### src/rtl/data_sram_axi_bridge.sv
// data_sram_axi_bridge
//
// Purpose:
//   Converts the CPU data port (req / addr_ok / data_ok SRAM-like handshake)
//   into single-beat AXI master transactions. The bridge handles one
//   transaction at a time. It stalls the core by holding data_addr_ok low
//   until the current transaction has finished.
//
// Ports:
//   clk, resetn            clock; asynchronous active-low reset
//   data_req .. data_wdata CPU request side (inputs)
//   data_addr_ok           request accepted this cycle (high only in IDLE)
//   data_data_ok           one-cycle completion pulse
//   data_rdata             read data, valid with data_data_ok, held afterwards
//   ar* / r*               AXI read address and read data channels
//   aw* / w* / b*          AXI write address, write data and write response
//                          channels
module data_sram_axi_bridge #(
  parameter int ADDR_W = 32,
  parameter int DATA_W = 32
) (
  input  logic                clk,
  input  logic                resetn,
  // CPU data port
  input  logic                data_req,
  input  logic                data_wr,
  input  logic [1:0]          data_size,
  input  logic [ADDR_W-1:0]   data_addr,
  input  logic [DATA_W-1:0]   data_wdata,
  output logic                data_addr_ok,
  output logic                data_data_ok,
  output logic [DATA_W-1:0]   data_rdata,
  // AXI read address / data
  output logic [ADDR_W-1:0]   araddr,
  output logic [7:0]          arlen,
  output logic [2:0]          arsize,
  output logic                arvalid,
  input  logic                arready,
  input  logic [DATA_W-1:0]   rdata,
  input  logic                rlast,
  input  logic                rvalid,
  output logic                rready,
  // AXI write address / data / response
  output logic [ADDR_W-1:0]   awaddr,
  output logic [7:0]          awlen,
  output logic [2:0]          awsize,
  output logic                awvalid,
  input  logic                awready,
  output logic [DATA_W-1:0]   wdata,
  output logic [DATA_W/8-1:0] wstrb,
  output logic                wlast,
  output logic                wvalid,
  input  logic                wready,
  input  logic                bvalid,
  output logic                bready
);

  localparam int STRB_W = DATA_W / 8;
  localparam int OFF_W  = $clog2(STRB_W);
  localparam int LANE_W = OFF_W + 1;

  typedef enum logic [2:0] {
    IDLE,
    RD_ADDR,
    RD_DATA,
    WR_REQ,
    WR_RESP,
    DONE
  } state_t;

  state_t              state_q, state_d;
  logic [ADDR_W-1:0]   addr_q, addr_d;
  logic [1:0]          size_q, size_d;
  logic [DATA_W-1:0]   wdata_q, wdata_d;
  logic [STRB_W-1:0]   wstrb_q, wstrb_d;
  logic [DATA_W-1:0]   rdata_q, rdata_d;
  logic                arvalid_q, arvalid_d;
  logic                awvalid_q, awvalid_d;
  logic                wvalid_q, wvalid_d;
  logic                rready_q, rready_d;
  logic                bready_q, bready_d;
  logic                data_ok_q, data_ok_d;

  // R beats are always single-beat, so rlast carries no information here.
  logic unused_rlast;
  assign unused_rlast = rlast;

  // ------------------------------------------------------------------
  // Byte-strobe generation for the incoming request.
  // The access window has 1, 2 or 4 bytes. It starts at the byte offset
  // rounded down to the access size. Size 3 is treated as a word access.
  // ------------------------------------------------------------------
  logic [LANE_W-1:0] acc_bytes;
  logic [LANE_W-1:0] lane_base;
  logic [STRB_W-1:0] strb_calc;

  always_comb begin
    acc_bytes = LANE_W'(4);
    case (data_size)
      2'd0:    acc_bytes = LANE_W'(1);
      2'd1:    acc_bytes = LANE_W'(2);
      default: acc_bytes = LANE_W'(4);
    endcase
  end

  assign lane_base = {1'b0, data_addr[OFF_W-1:0]} & ~(acc_bytes - LANE_W'(1));

  generate
    for (genvar gi = 0; gi < STRB_W; gi++) begin : g_strb
      assign strb_calc[gi] = (LANE_W'(gi) >= lane_base) &&
                             (LANE_W'(gi) <  (lane_base + acc_bytes));
    end
  endgenerate

  // ------------------------------------------------------------------
  // Next-state logic. The valid and ready outputs are registered from the
  // next state, so each one is high for exactly the cycles spent in its
  // state.
  // ------------------------------------------------------------------
  always_comb begin
    state_d   = state_q;
    addr_d    = addr_q;
    size_d    = size_q;
    wdata_d   = wdata_q;
    wstrb_d   = wstrb_q;
    rdata_d   = rdata_q;
    awvalid_d = 1'b0;
    wvalid_d  = 1'b0;

    case (state_q)
      IDLE: begin
        if (data_req) begin
          addr_d  = data_addr;
          size_d  = data_size;
          wdata_d = data_wdata;
          wstrb_d = strb_calc;
          if (data_wr) begin
            state_d   = WR_REQ;
            awvalid_d = 1'b1;
            wvalid_d  = 1'b1;
          end else begin
            state_d = RD_ADDR;
          end
        end
      end
      RD_ADDR: begin
        if (arready) state_d = RD_DATA;
      end
      RD_DATA: begin
        if (rvalid) begin
          rdata_d = rdata;
          state_d = DONE;
        end
      end
      WR_REQ: begin
        // AW and W retire independently. Each valid drops after its own
        // handshake. The state moves on once neither valid is pending.
        awvalid_d = awvalid_q & ~awready;
        wvalid_d  = wvalid_q & ~wready;
        if (!awvalid_d && !wvalid_d) state_d = WR_RESP;
      end
      WR_RESP: begin
        if (bvalid) state_d = DONE;
      end
      DONE: begin
        state_d = IDLE;
      end
      default: begin
        state_d = IDLE;
      end
    endcase

    arvalid_d = (state_d == RD_ADDR);
    rready_d  = (state_d == RD_DATA);
    bready_d  = (state_d == WR_RESP);
    data_ok_d = (state_d == DONE);
  end

  always_ff @(posedge clk or negedge resetn) begin
    if (!resetn) begin
      state_q   <= IDLE;
      addr_q    <= '0;
      size_q    <= '0;
      wdata_q   <= '0;
      wstrb_q   <= '0;
      rdata_q   <= '0;
      arvalid_q <= 1'b0;
      awvalid_q <= 1'b0;
      wvalid_q  <= 1'b0;
      rready_q  <= 1'b0;
      bready_q  <= 1'b0;
      data_ok_q <= 1'b0;
    end else begin
      state_q   <= state_d;
      addr_q    <= addr_d;
      size_q    <= size_d;
      wdata_q   <= wdata_d;
      wstrb_q   <= wstrb_d;
      rdata_q   <= rdata_d;
      arvalid_q <= arvalid_d;
      awvalid_q <= awvalid_d;
      wvalid_q  <= wvalid_d;
      rready_q  <= rready_d;
      bready_q  <= bready_d;
      data_ok_q <= data_ok_d;
    end
  end

  // ------------------------------------------------------------------
  // Outputs
  // ------------------------------------------------------------------
  assign data_addr_ok = (state_q == IDLE);
  assign data_data_ok = data_ok_q;
  assign data_rdata   = rdata_q;

  assign araddr  = addr_q;
  assign arlen   = 8'd0;
  assign arsize  = {1'b0, size_q};
  assign arvalid = arvalid_q;
  assign rready  = rready_q;

  assign awaddr  = addr_q;
  assign awlen   = 8'd0;
  assign awsize  = {1'b0, size_q};
  assign awvalid = awvalid_q;
  assign wdata   = wdata_q;
  assign wstrb   = wstrb_q;
  assign wlast   = 1'b1;
  assign wvalid  = wvalid_q;
  assign bready  = bready_q;

endmodule

### config.mk
export PLATFORM = sky130hd
export DESIGN_NAME = data_sram_axi_bridge
export DESIGN_NICKNAME = d
export VERILOG_FILES = /design/src/rtl/data_sram_axi_bridge.sv
export SDC_FILE = /design/constraint.sdc
export NUM_CORES = 1
export LEC_CHECK = 0
export CAP_MARGIN = 20
export CORE_MARGIN = 8
export CORE_UTILIZATION = 39
export CTS_BUF_LIST = sky130_fd_sc_hd__clkbuf_16
export CTS_CLUSTER_DIAMETER = 60
export DETAILED_ROUTE_END_ITERATION = 10
export PLACE_DENSITY = 0.87
export SLEW_MARGIN = 30
export SYNTH_ARGS = -nofsm -noshare
export SYNTH_HDL_FRONTEND = slang
export SYNTH_SLANG_ARGS = --single-unit
### constraint.sdc
create_clock -name clk -period 2.1 [get_ports clk]
set_input_delay 0.21 -clock clk [delete_from_list [all_inputs] [get_ports clk]]
set_output_delay 0.21 -clock clk [all_outputs]
set_load 0.02 [all_outputs]
== After elaboration in Yosys (flattened, before gate mapping) ==
Cells that the tools add are included.

* Flip-flop bits (word level): 111
* Word-level logic and storage cells: 60

* Add/sub/neg operators: 2
* Order comparisons: 8
* Eq/ne operators: 9
* Multiplexer cells: 12
* Bitwise gates (word level): 6
* Reductions and logical operators: 11

{| class="wikitable"
|+ Operator list
! cell !! count
|-
| two-way mux 3 bit || 5
|-
| case mux 3 bit (5 select lines) || 1
|-
| equality test 3 x 2 -> 1 bit, second input constant || 3
|-
| equality test 3 bit, second input constant || 3
|-
| equality test 3 x 1 -> 1 bit, second input constant || 2
|-
| >= comparator 1 x 3 -> 1 bit, first input constant || 2
|-
| >= comparator 2 x 3 -> 1 bit, first input constant || 2
|-
| < comparator 1 x 3 -> 1 bit, first input constant || 2
|-
| < comparator 2 x 3 -> 1 bit, first input constant || 2
|-
| case mux 3 bit (2 select lines) || 1
|-
| logical AND 1 bit || 5
|-
| case mux 1 bit (2 select lines) || 2
|-
| AND reduction 2 bit || 2
|-
| adder 3 bit || 1
|-
| bitwise AND 2 x 3 -> 3 bit || 1
|-
| zero test 3 bit || 1
|-
| inverter 3 bit || 1
|-
| subtractor 3 x 1 -> 3 bit, second input constant || 1
|-
| bitwise AND 1 bit || 2
|-
| equality test 2 x 1 -> 1 bit, second input constant || 1
|-
| zero test 1 bit || 2
|-
| zero test 2 bit || 1
|-
| two-way mux 1 bit || 2
|-
| two-way mux 2 bit || 1
|-
| inverter 1 bit || 2
|}

== Logic depth before layout (Yosys ltp) ==
Gate-level depths: netlist of run 1.

* Depth after elaboration: 8
* Depth in mapped cells: 7
* Depth with buffers taken out: 7

== Worst setup path after synthesis of run 1 ==
OpenSTA, ideal clock, no wires.

* Path kind: register -> register
* Start point: reg state_q[0]
* End point: reg rdata_q[10] (netlist: data_rdata[10])
* Setup time: 125 ps
* Arrival: 1,490 ps
* Required time: 1,975 ps
* Slack: 485 ps
* Cell stages (with the launch flop): 6
* Period minus slack after synthesis: 1,615 ps
* Path through: dfrtp_1 > buf_2 > nand2b_4 > nor3b_4 > buf_6 > mux2_2

* Word-level cells in the longest chain between the ends: 2

{| class="wikitable"
|+ Ends and longest elaborated chain
! what !! RTL line !! RTL
|-
| from (decl) || 71 || <nowiki>state_t state_q, state_d;</nowiki>
|-
| from (signal assigned) || 194 || <nowiki>state_q <= state_d;</nowiki>
|-
| equality test 3 x 2 -> 1 bit || 130 || <nowiki>case (state_q)</nowiki>
|-
| AND reduction 2 bit (no source line) || - ||
|-
| to (signal assigned) || 199 || <nowiki>rdata_q <= rdata_d;</nowiki>
|-
| to (decl) || 76 || <nowiki>logic [DATA_W-1:0] rdata_q, rdata_d;</nowiki>
|}

No other way between the ends.
A chain may end at the register's enable or synchronous reset.

== Final worst setup path of run 1 ==
* Start point: reg state_q[1]
* End point: reg addr_q[28] (netlist: araddr[28])

* Word-level cells in the longest chain between the ends: 2

{| class="wikitable"
|+ Ends and longest elaborated chain
! what !! RTL line !! RTL
|-
| zero test 3 bit || 130 ||
|-
| AND reduction 2 bit (no source line) || - ||
|-
| to (signal assigned) || 195 || <nowiki>addr_q <= addr_d;</nowiki>
|-
| to (decl) || 72 || <nowiki>logic [ADDR_W-1:0] addr_q, addr_d;</nowiki>
|}

No other way between the ends.

==> impl_metrics.tcl, run 1 <==
set metrics [dict create \
    worst_setup_path_start_kind "register" \
    cp.arrival_ns 2.04 \
    p_leak_nw 3.45 \
    maxSlewViolCount 0 \
    grt_pass1_vias 4210 \
    fin_tns_setup_ns 0 \
    period_needed_ns 1.81 \
    holdPathEnd "wdata[14]" \
    firstDrtPassIters 4 \
    ir_drop_uv 730 \
    placedInstanceArea_um2 7110 \
    cts_tree "yes" \
    vias 3955 \
    multi_input_area_um2 1540 \
    power.internal_mw 7.27 \
    tightest_slew_ns 0.617 \
    final_nets 805 \
    p_sw_frac 0.400 \
    wirelength_um 14600 \
    cts-htree-levels 3 \
    fp.coreArea_um2 12000 \
    seqCellArea_um2 2780 \
    comb_power_share 0.530 \
    die-width_um 127 \
    synth.avg_cell_area_um2 9.83 \
    p_clk_frac 0.155 \
    drtIter0Drc 232 \
    clock_sinks 111 \
    fillers 946 \
    drive_gt1_frac 0.0870 \
    postCtsSetupRepairBufs 0 \
    vias_per_cell 4.66 \
    ys_seq_area_frac 0.582 \
    cts_inserted_buffers 9 \
    globalRouteOverflowTotal 0 \
    power_density_nw_per_um2 1620 \
    met1_usage 0.181 \
    skew_ns 0.00589 \
    detail_route.wl_per_cell_um 17.2 \
    netlist_instances 485 \
    hold_viol 0 \
    dpl_worst_slack_ns 0.152 \
    cts.clk_slew.worst_paths_ns 0.07 \
    power_frac_seq 0.315 \
    r2r-end "araddr[28]" \
    status "complete, no violations" \
    drcViolationCount 0 \
    yosysTopAreaCell "dfrtp_1" \
    portBuffers 249 \
    yosys-top-cells-area "dfrtp_1 58%, nand2_1 16%, buf_4 8.3%" \
    ys_top_cells_by_count "208 x nand2_1, 111 x dfrtp_1, 53 x buf_4" \
    critPathMaxFanout 36 \
    finalSetupViolCount 0 \
    die_area_um2 16000 \
    rsz0062_at_grt "no" \
    holdCritStartpoint "data_wdata[14]" \
    finalPower_mw 12.1 \
    grt_max_degree 112 \
    rr_worst_depth 5 \
    synth_ff_type "dfrtp_1" \
    start_util 0.399 \
    final_core_util 0.623 \
    p_switching_mw 4.84 \
    synthDistinctLibCells 29 \
    grt_usage 0.178 \
    grt.met2_usage 0.324 \
    synth.most_common_cell "nand2_1" \
    syn_area_um2 4770 \
    reg2reg_slack_ns 0.29 \
    fp-row-count 40 \
    post-route-period-util 0.860 \
    min_path_cells 3 \
    post-dp-hpwl_um 11100 \
    use_met3 0.0624 \
    io_pins 270 \
    synthArstFlopShare 1.00 \
    holdCritPathClass "in2reg" \
    cp.required_ns 2.33 \
    ys_ff_latch 111 \
    endpoint_kind "register" \
    synth_edf_count 0 \
    stdcell_area_um2 7450 \
    worst_slack_ns 0.295 \
    areaGrowthSynthToFinish_pct 56.3 \
    worstSkewPairLatency_ns 0.35 \
    cts_root_buffer "clkbuf_16" \
    r2r-start "state_q[1]" \
    slew_headroom 0.588 \
    grt_pass1_wl_um 22600 \
    gp_congestion 0.744 \
    antenna_found_initial 0 \
    busiest_layer "met2" \
    worstSetupPathType "reg2reg" \
    die_h_um 127 \
    antenna-diode-count 0 \
    yosysTopAreaCellShare 0.582 \
    clock_path_buffers 2 \
    antenna_left 0 \
    drv_cap 0 \
    max_freq_mhz 554 \
    ys.warnings.count 0 \
]
per-layer routing:
layer | share of wire | vias to the layer above
met2 | 0.53 | 174
met3 | 0.091 | 20
met5 | 0 | -
met1 | 0.36 | 1886
met4 | 0.021 | 0
li1 | - | 1875
metrics by stage:
step / std cells / hold slack [ns]
6_report: 848 / 0.384
3_3_place_gp: 831 / 0.326
5_1_grt: 848 / 0.380
2_1_floorplan: 502 / -0.0856
3_5_place_dp: 831 / 0.344
4_1_cts: 848 / 0.367
area by class of cell:
cell class / instances / area share
inverters: 4 / 0.00201
well taps: 147 / 0.0247
clock inverters: 7 / 0.0141
flip-flops and latches: 111 / 0.373
multi-input cells: 312 / 0.206
clock buffers: 9 / 0.0302
repair buffers: 258 / 0.350
worst max-delay path: stages, from the launching register on:
cell,delay (ns)
dfrtp_1,0.50
nor3_2,0.31
nand2_2,0.31
buf_4,0.37
nand2_1,0.11
nand2_1,0.07
power groups by stage:
stage                     Combinational (mW)  Clock [mW]  Sequential (mW)
after floorplan                         2.33           0             4.94
after global placement                  6.32           0             3.78
after detailed placement                6.49           0             3.85
after CTS                               6.51        1.94             3.82
after global routing                    6.81        2.01             3.94
final                                   6.41        1.88             3.81
flip-flops by register name, indices dropped and copies added, names as in the netlist:
name / flops
size_q: 2
wvalid: 1
arvalid: 1
araddr: 32
bready: 1
wstrb: 4
rready: 1
data_data_ok: 1
awvalid: 1
state_q: 3
data_rdata: 32
wdata: 32
worst max-delay path by stage:
stage | from | endpoint | slack, ns | cells past startpoint
3_5_place_dp | data_size[0] | wstrb[2] | 0.15 | 7
4_1_cts | state_q[1] | data_addr_ok | 0.03 | 2
6_report | state_q[1] | araddr[28] | 0.29 | 5
5_1_grt | state_q[1] | wdata[1] | 0.17 | 5
3_3_place_gp | data_size[0] | wstrb[0] | 0.23 | 7
2_1_floorplan | state_q[0] | data_rdata[10] | 0.49 | 5
cells by family (layout without fill, tap and decap cells):
family / Yosys count / after routing / share of synthesized area
flops: 111 / 111 / 0.582
mux: 32 / 32 / 0.0755
xor+xnor: 1 / 1 / 0.00184
compound gates: 28 / 28 / 0.0328
simple gates: 231 / 231 / 0.193
buf+inv: 79 / 278 / 0.110
other cells: 2 / 19 / 0.00157
fa+ha+maj: 1 / 1 / 0.00262
cells in the final DEF, fill, tap and decap left out, types with 2 or more instances in the layout:
| cell | n |
|---|---|
| clkinv_4 | 2 |
| clkdlybuf4s50_1 | 247 |
| nand2_1 | 207 |
| buf_4 | 5 |
| nand2b_1 | 2 |
| conb_1 | 19 |
| nand3_1 | 2 |
| inv_1 | 4 |
| bufinv_16 | 2 |
| a22o_1 | 2 |
| clkbuf_16 | 9 |
| dfrtp_1 | 111 |
| buf_12 | 4 |
| mux2_2 | 31 |
| nor2_1 | 11 |
| o21ai_0 | 12 |
| a21oi_1 | 10 |
| nand3b_1 | 2 |
what timing repair did:
item | 4_1_cts | 5_1_grt
hold endpoints to repair | 111 | 0
hold buffers | 1 | 0
endpoints found under the setup margin | 0 | 1
resized for setup | 0 | 1
Power figures use the tool's default switching activity.
==> run 2: changes to the inputs <==
--- a/config.mk
+++ b/config.mk
@@ -11,6 +11,7 @@
 export CTS_BUF_LIST = sky130_fd_sc_hd__clkbuf_16
 export CTS_CLUSTER_DIAMETER = 60
 export DETAILED_ROUTE_END_ITERATION = 10
+export MAX_ROUTING_LAYER = met4
 export PLACE_DENSITY = 0.87
 export SLEW_MARGIN = 30
 export SYNTH_ARGS = -nofsm -noshare
==> run 2 against run 1 <==
Compared with the run above:
- critical endpoint unchanged
- via count increased by 0.28%
- cell count unchanged
- die area unchanged
==> impl_metrics.tcl, run 2 (same netlist as run 1, synthesis figures left out) <==
set metrics [dict create \
    status "complete, no violations" \
    die-width_um 127 \
    power_density_nw_per_um2 1620 \
    globalRouteOverflowTotal 0 \
    grt_max_degree 112 \
    max_freq_mhz 557 \
    die_area_um2 16000 \
    antenna_left 0 \
    cts_tree "yes" \
    cts.clk_slew.worst_paths_ns 0.07 \
    cp.required_ns 2.33 \
    postCtsSetupRepairBufs 0 \
    drtIter0Drc 264 \
    placedInstanceArea_um2 7110 \
    rr_worst_depth 5 \
    p_leak_nw 3.45 \
    path_buf_inv 1 \
    critPathMaxFanout 36 \
    wirelength_um 14500 \
    stdcell_area_um2 7450 \
    slew_headroom 0.594 \
    drv_cap 0 \
    worst_setup_path_start_kind "register" \
    post-route-period-util 0.854 \
    critPathTopFamily "simple AND/OR/NAND/NOR gates" \
    slowest_stage "dfrtp_1" \
    period_needed_ns 1.79 \
    antenna-diode-count 0 \
    die_h_um 127 \
    cts_inserted_buffers 9 \
    holdCritPathClass "in2reg" \
    antenna_found_initial 0 \
    cp.arrival_ns 2.03 \
    final_nets 805 \
    firstDrtPassIters 5 \
    tightest_slew_ns 0.609 \
    cts-htree-levels 3 \
    dpl_worst_slack_ns 0.152 \
    crit_path_max_incr_delay_ns 0.50 \
    grt_pass1_vias 4213 \
    power_frac_seq 0.315 \
    portBuffers 249 \
    drive_gt1_frac 0.0870 \
    p_switching_mw 4.83 \
    maxSlewViolCount 0 \
    hold_viol 0 \
    cts_root_buffer "clkbuf_16" \
    vias 3966 \
    clock_path_buffers 2 \
    fp-row-count 40 \
    mostFrequentLayoutCells "247 x clkdlybuf4s50_1, 207 x nand2_1, 111 x dfrtp_1, 31 x mux2_2, 19 x conb_1" \
    areaGrowthSynthToFinish_pct 56.3 \
    grt_usage 0.183 \
    gp_congestion 0.753 \
    comb_power_share 0.530 \
    final_core_util 0.623 \
    endpoint_kind "register" \
    worst_slack_ns 0.306 \
    final_common_cell "clkdlybuf4s50_1" \
    rsz0062_at_grt "no" \
    p_sw_frac 0.399 \
    fin_tns_setup_ns 0 \
    worstSetupPathType "reg2reg" \
    io_pins 270 \
    power.internal_mw 7.27 \
    start_util 0.399 \
    finalPower_mw 12.1 \
    cp.depth 5 \
    detail_route.wl_per_cell_um 17.1 \
    post-dp-hpwl_um 11100 \
    cp_common_cell "nand2_1" \
    clock_sinks 111 \
    ir_drop_uv 732 \
    grt_pass1_wl_um 22600 \
    crit_chain "nor3_2 -> nand2_2 -> buf_4 -> nand2_1 -> nand2_1" \
    finalSetupViolCount 0 \
    vias_per_cell 4.68 \
    drcViolationCount 0 \
    min_path_cells 3 \
    fillers 946 \
    skew_ns 0.00689 \
    p_clk_frac 0.155 \
    fp.coreArea_um2 12000 \
    worstSkewPairLatency_ns 0.35 \
]
==> run 2: worst paths after layout <==
check	start	end	slack, ns
setup / recovery	state_q[1]	araddr[28]	0.31
hold / removal	data_wdata[14]	wdata[14]	0.39
setup reg to reg	state_q[1]	araddr[28]	0.31
hold reg to reg	wdata[6]	wdata[6]	0.47
min in group asynchronous	resetn	wdata[26]	0.45
max in group asynchronous	resetn	state_q[0]	1.15
==> run 2: repair_timing <==
action / CTS / global route
gates resized for setup: 0 / 1
endpoints found under the setup margin: 0 / 1
hold buffers: 1 / 0
endpoints found under the hold margin: 111 / 0
==> run 2: worst reg2reg max path, delay by kind of cell (launching register included) <==
kind                   cells  cell delay (ns)
DFF                        1             0.50
buffers and inverters      1             0.38
and+or+nand+nor            4             0.81
==> run 2: power by group through the flow <==
stage | combinational, mW | sequential [mW] | clock, mW
global route | 6.81 | 3.94 | 2.02
floorplan | 2.33 | 4.94 | 0
CTS | 6.51 | 3.82 | 1.94
detailed placement | 6.49 | 3.85 | 0
global placement | 6.32 | 3.78 | 0
finish | 6.41 | 3.81 | 1.88
==> run 2: metal layers <==
| layer | routed length (um) | vias to the layer above | track usage | share of wire |
|---|---|---|---|---|
| met2 | 7740 | 171 | 0.323 | 0.53 |
| met1 | 5410 | 1905 | 0.191 | 0.37 |
| met3 | 1100 | 18 | 0.0511 | 0.076 |
| li1 | - | 1872 | - | - |
| met4 | 287 | 0 | 0.0708 | 0.020 |
| met5 | 0 | - | - | 0 |
==> run 2: area by class of cell <==
type	instances	area, um^2	share of cell area
flip-flops and latches	111	2780	0.373
repair buffers	258	2610	0.350
multi-input cells	312	1540	0.206
clock buffers	9	225	0.0302
well taps	147	184	0.0247
clock inverters	7	105	0.0141
inverters	4	15.0	0.00201
==> run 2: stage by stage <==
stage,instances,hold WS (ns)
6_report,848,0.386
5_1_grt,848,0.380
4_1_cts,848,0.367
3_5_place_dp,831,0.344
3_3_place_gp,831,0.326
2_1_floorplan,502,-0.0856
==> run 3: changes to the inputs <==
--- a/config.mk
+++ b/config.mk
@@ -6,13 +6,15 @@
 export NUM_CORES = 1
 export LEC_CHECK = 0
 export CAP_MARGIN = 20
+export CELL_PAD_IN_SITES_DETAIL_PLACEMENT = 0
+export CELL_PAD_IN_SITES_GLOBAL_PLACEMENT = 1
 export CORE_MARGIN = 8
-export CORE_UTILIZATION = 39
+export CORE_UTILIZATION = 27
 export CTS_BUF_LIST = sky130_fd_sc_hd__clkbuf_16
 export CTS_CLUSTER_DIAMETER = 60
 export DETAILED_ROUTE_END_ITERATION = 10
 export MAX_ROUTING_LAYER = met4
-export PLACE_DENSITY = 0.87
+export PLACE_DENSITY = 0.84
 export SLEW_MARGIN = 30
 export SYNTH_ARGS = -nofsm -noshare
 export SYNTH_HDL_FRONTEND = slang
==> run 3 against run 2 <==
Compared with the run above:
- setup slack improved by 0.11 ns
- routed wire length decreased by 0.58%
- non-clock buffer count up 3
- sequential cell count unchanged
- cell count up 9.6%
- global-route usage down 5.2 points
- largest cell class unchanged
- utilization down 19 points
- largest power group unchanged
- total power is 0.73% lower
- via count is 2.6% lower
==> impl_metrics.tcl, run 3 (same netlist as run 1, synthesis figures left out) <==
set metrics [dict create \
    areaGrowthSynthToFinish_pct 58.5 \
    finalPower_mw 12.0 \
    fp-row-count 48 \
    cts_root_buffer "clkbuf_16" \
    holdCritStartpoint "data_addr[12]" \
    cts_tree "yes" \
    clock_sinks 111 \
    power_density_nw_per_um2 1590 \
    hold_viol 0 \
    fillers 1714 \
    r2r-start "state_q[1]" \
    met1_usage 0.151 \
    slowest_stage "dfrtp_1" \
    antenna-diode-count 0 \
    path_buf_inv 1 \
    fin_tns_setup_ns 0 \
    cts-htree-levels 3 \
    slew_headroom 0.590 \
    worst_setup_path_start_kind "register" \
    grt_max_degree 66 \
    fp.coreArea_um2 17300 \
    holdCritPathClass "in2reg" \
    grt_usage 0.131 \
    die_h_um 149 \
    mostFrequentLayoutCells "247 x clkdlybuf4s50_1, 207 x nand2_1, 111 x dfrtp_1, 31 x mux2_2, 19 x conb_1" \
    startpoint "state_q[1]" \
    skew_ns 0.00701 \
    gp_congestion 0.719 \
    place_inst 912 \
    period_needed_ns 1.68 \
    crit_path_max_incr_delay_ns 0.50 \
    drv_cap 0 \
    crit_chain "nor3_2 -> and2_2 -> buf_4 -> nand2_1 -> nand2_1" \
    worstSkewPairLatency_ns 0.35 \
    final_cells 929 \
    final_common_cell "clkdlybuf4s50_1" \
    antenna_left 0 \
    busiest_layer "met2" \
    drcViolationCount 0 \
    rsz0062_at_grt "no" \
    detail_route.wl_per_cell_um 15.6 \
    cp.required_ns 2.38 \
    dpl_worst_slack_ns 0.214 \
    portBuffers 249 \
    antenna_found_initial 0 \
    clock_path_buffers 2 \
    wirelength_um 14500 \
    endpoint_kind "register" \
    critPathMaxFanout 17 \
    final_nets 808 \
    start_util 0.276 \
    post-dp-hpwl_um 11000 \
    maxSlewViolCount 0 \
    cts.clk_slew.worst_paths_ns 0.08 \
    grt.met2_usage 0.209 \
    critPathTopFamily "simple AND/OR/NAND/NOR gates" \
    ir_drop_uv 598 \
    cp.arrival_ns 1.97 \
    status "complete, no violations" \
    vias_per_cell 4.16 \
    drtIter0Drc 122 \
    cts_inserted_buffers 9 \
    worstSetupPathType "reg2reg" \
    grt_pass1_vias 3961 \
    io_pins 270 \
    worst_slack_ns 0.415 \
    vias 3863 \
    post-route-period-util 0.802 \
    firstDrtPassIters 4 \
    die-width_um 149 \
    finalSetupViolCount 0 \
    globalRouteOverflowTotal 0 \
    cp_common_cell "nand2_1" \
    use_met3 0.0428 \
    grt_pass1_wl_um 22200 \
    max_freq_mhz 594 \
    holdWs_ns 0.377 \
    p_leak_nw 3.46 \
    drive_gt1_frac 0.0895 \
    die_area_um2 22200 \
    tightest_slew_ns 0.615 \
]
## run 3: changes by cell type in the layout (fill, tap and decap cells not counted), sizes merged
cell	previous run	this run
clkinv	2	1
inv	6	8
buf	9	12
clkinvlp	1	0
## run 3: final timing paths
kind | end | slack, ns | depth (start not counted)
max | size_q[1] | 0.42 | 5
min | araddr[12] | 0.38 | 3
max reg2reg | size_q[1] | 0.42 | 5
min reg2reg | wdata[16] | 0.47 | 2
max in group asynchronous | size_q[1] | 1.14 | 3
min in group asynchronous | data_rdata[24] | 0.39 | 3
## run 3: layer usage
layer,vias to the layer above,wire [um]
met4,0,241
li1,1881,-
met3,12,1260
met5,-,0
met2,159,6900
met1,1811,6050
## run 3: worst reg2reg max path, stage by stage (launching register included)
cell and delay, ns:
dfrtp_1 0.50, nor3_2 0.30, and2_2 0.39, buf_4 0.29, nand2_1 0.08, nand2_1 0.06
## run 3: repair_timing
action / in CTS / in global routing
setup endpoints to repair: 0 / 1
gates resized for setup: 0 / 1
hold buffers: 1 / 0
buffers inserted: 0 / 0
hold endpoints to repair: 76 / 0
## run 3: where the power goes
group          internal (mW)  switching [mW]
Sequential              3.15           0.651
Clock                   1.06           0.836
Combinational           3.05            3.26
## run 3: layout make-up
cell class / count / area [um^2] / area share
Sequential cell: 111 / 2780 / 0.367
Timing Repair Buffer: 261 / 2620 / 0.347
Multi-Input combinational cell: 312 / 1540 / 0.203
Tap cell: 225 / 282 / 0.0372
Clock buffer: 9 / 225 / 0.0298
Clock inverter: 7 / 101 / 0.0134
Inverter: 4 / 15.0 / 0.00199
## run 3: stage by stage
stage          area [um^2]   util
6_report              7560  0.437
5_1_grt               7560  0.437
4_1_cts               7560  0.437
3_5_place_dp          7220  0.417
3_3_place_gp          7220  0.417
2_1_floorplan         4830      -
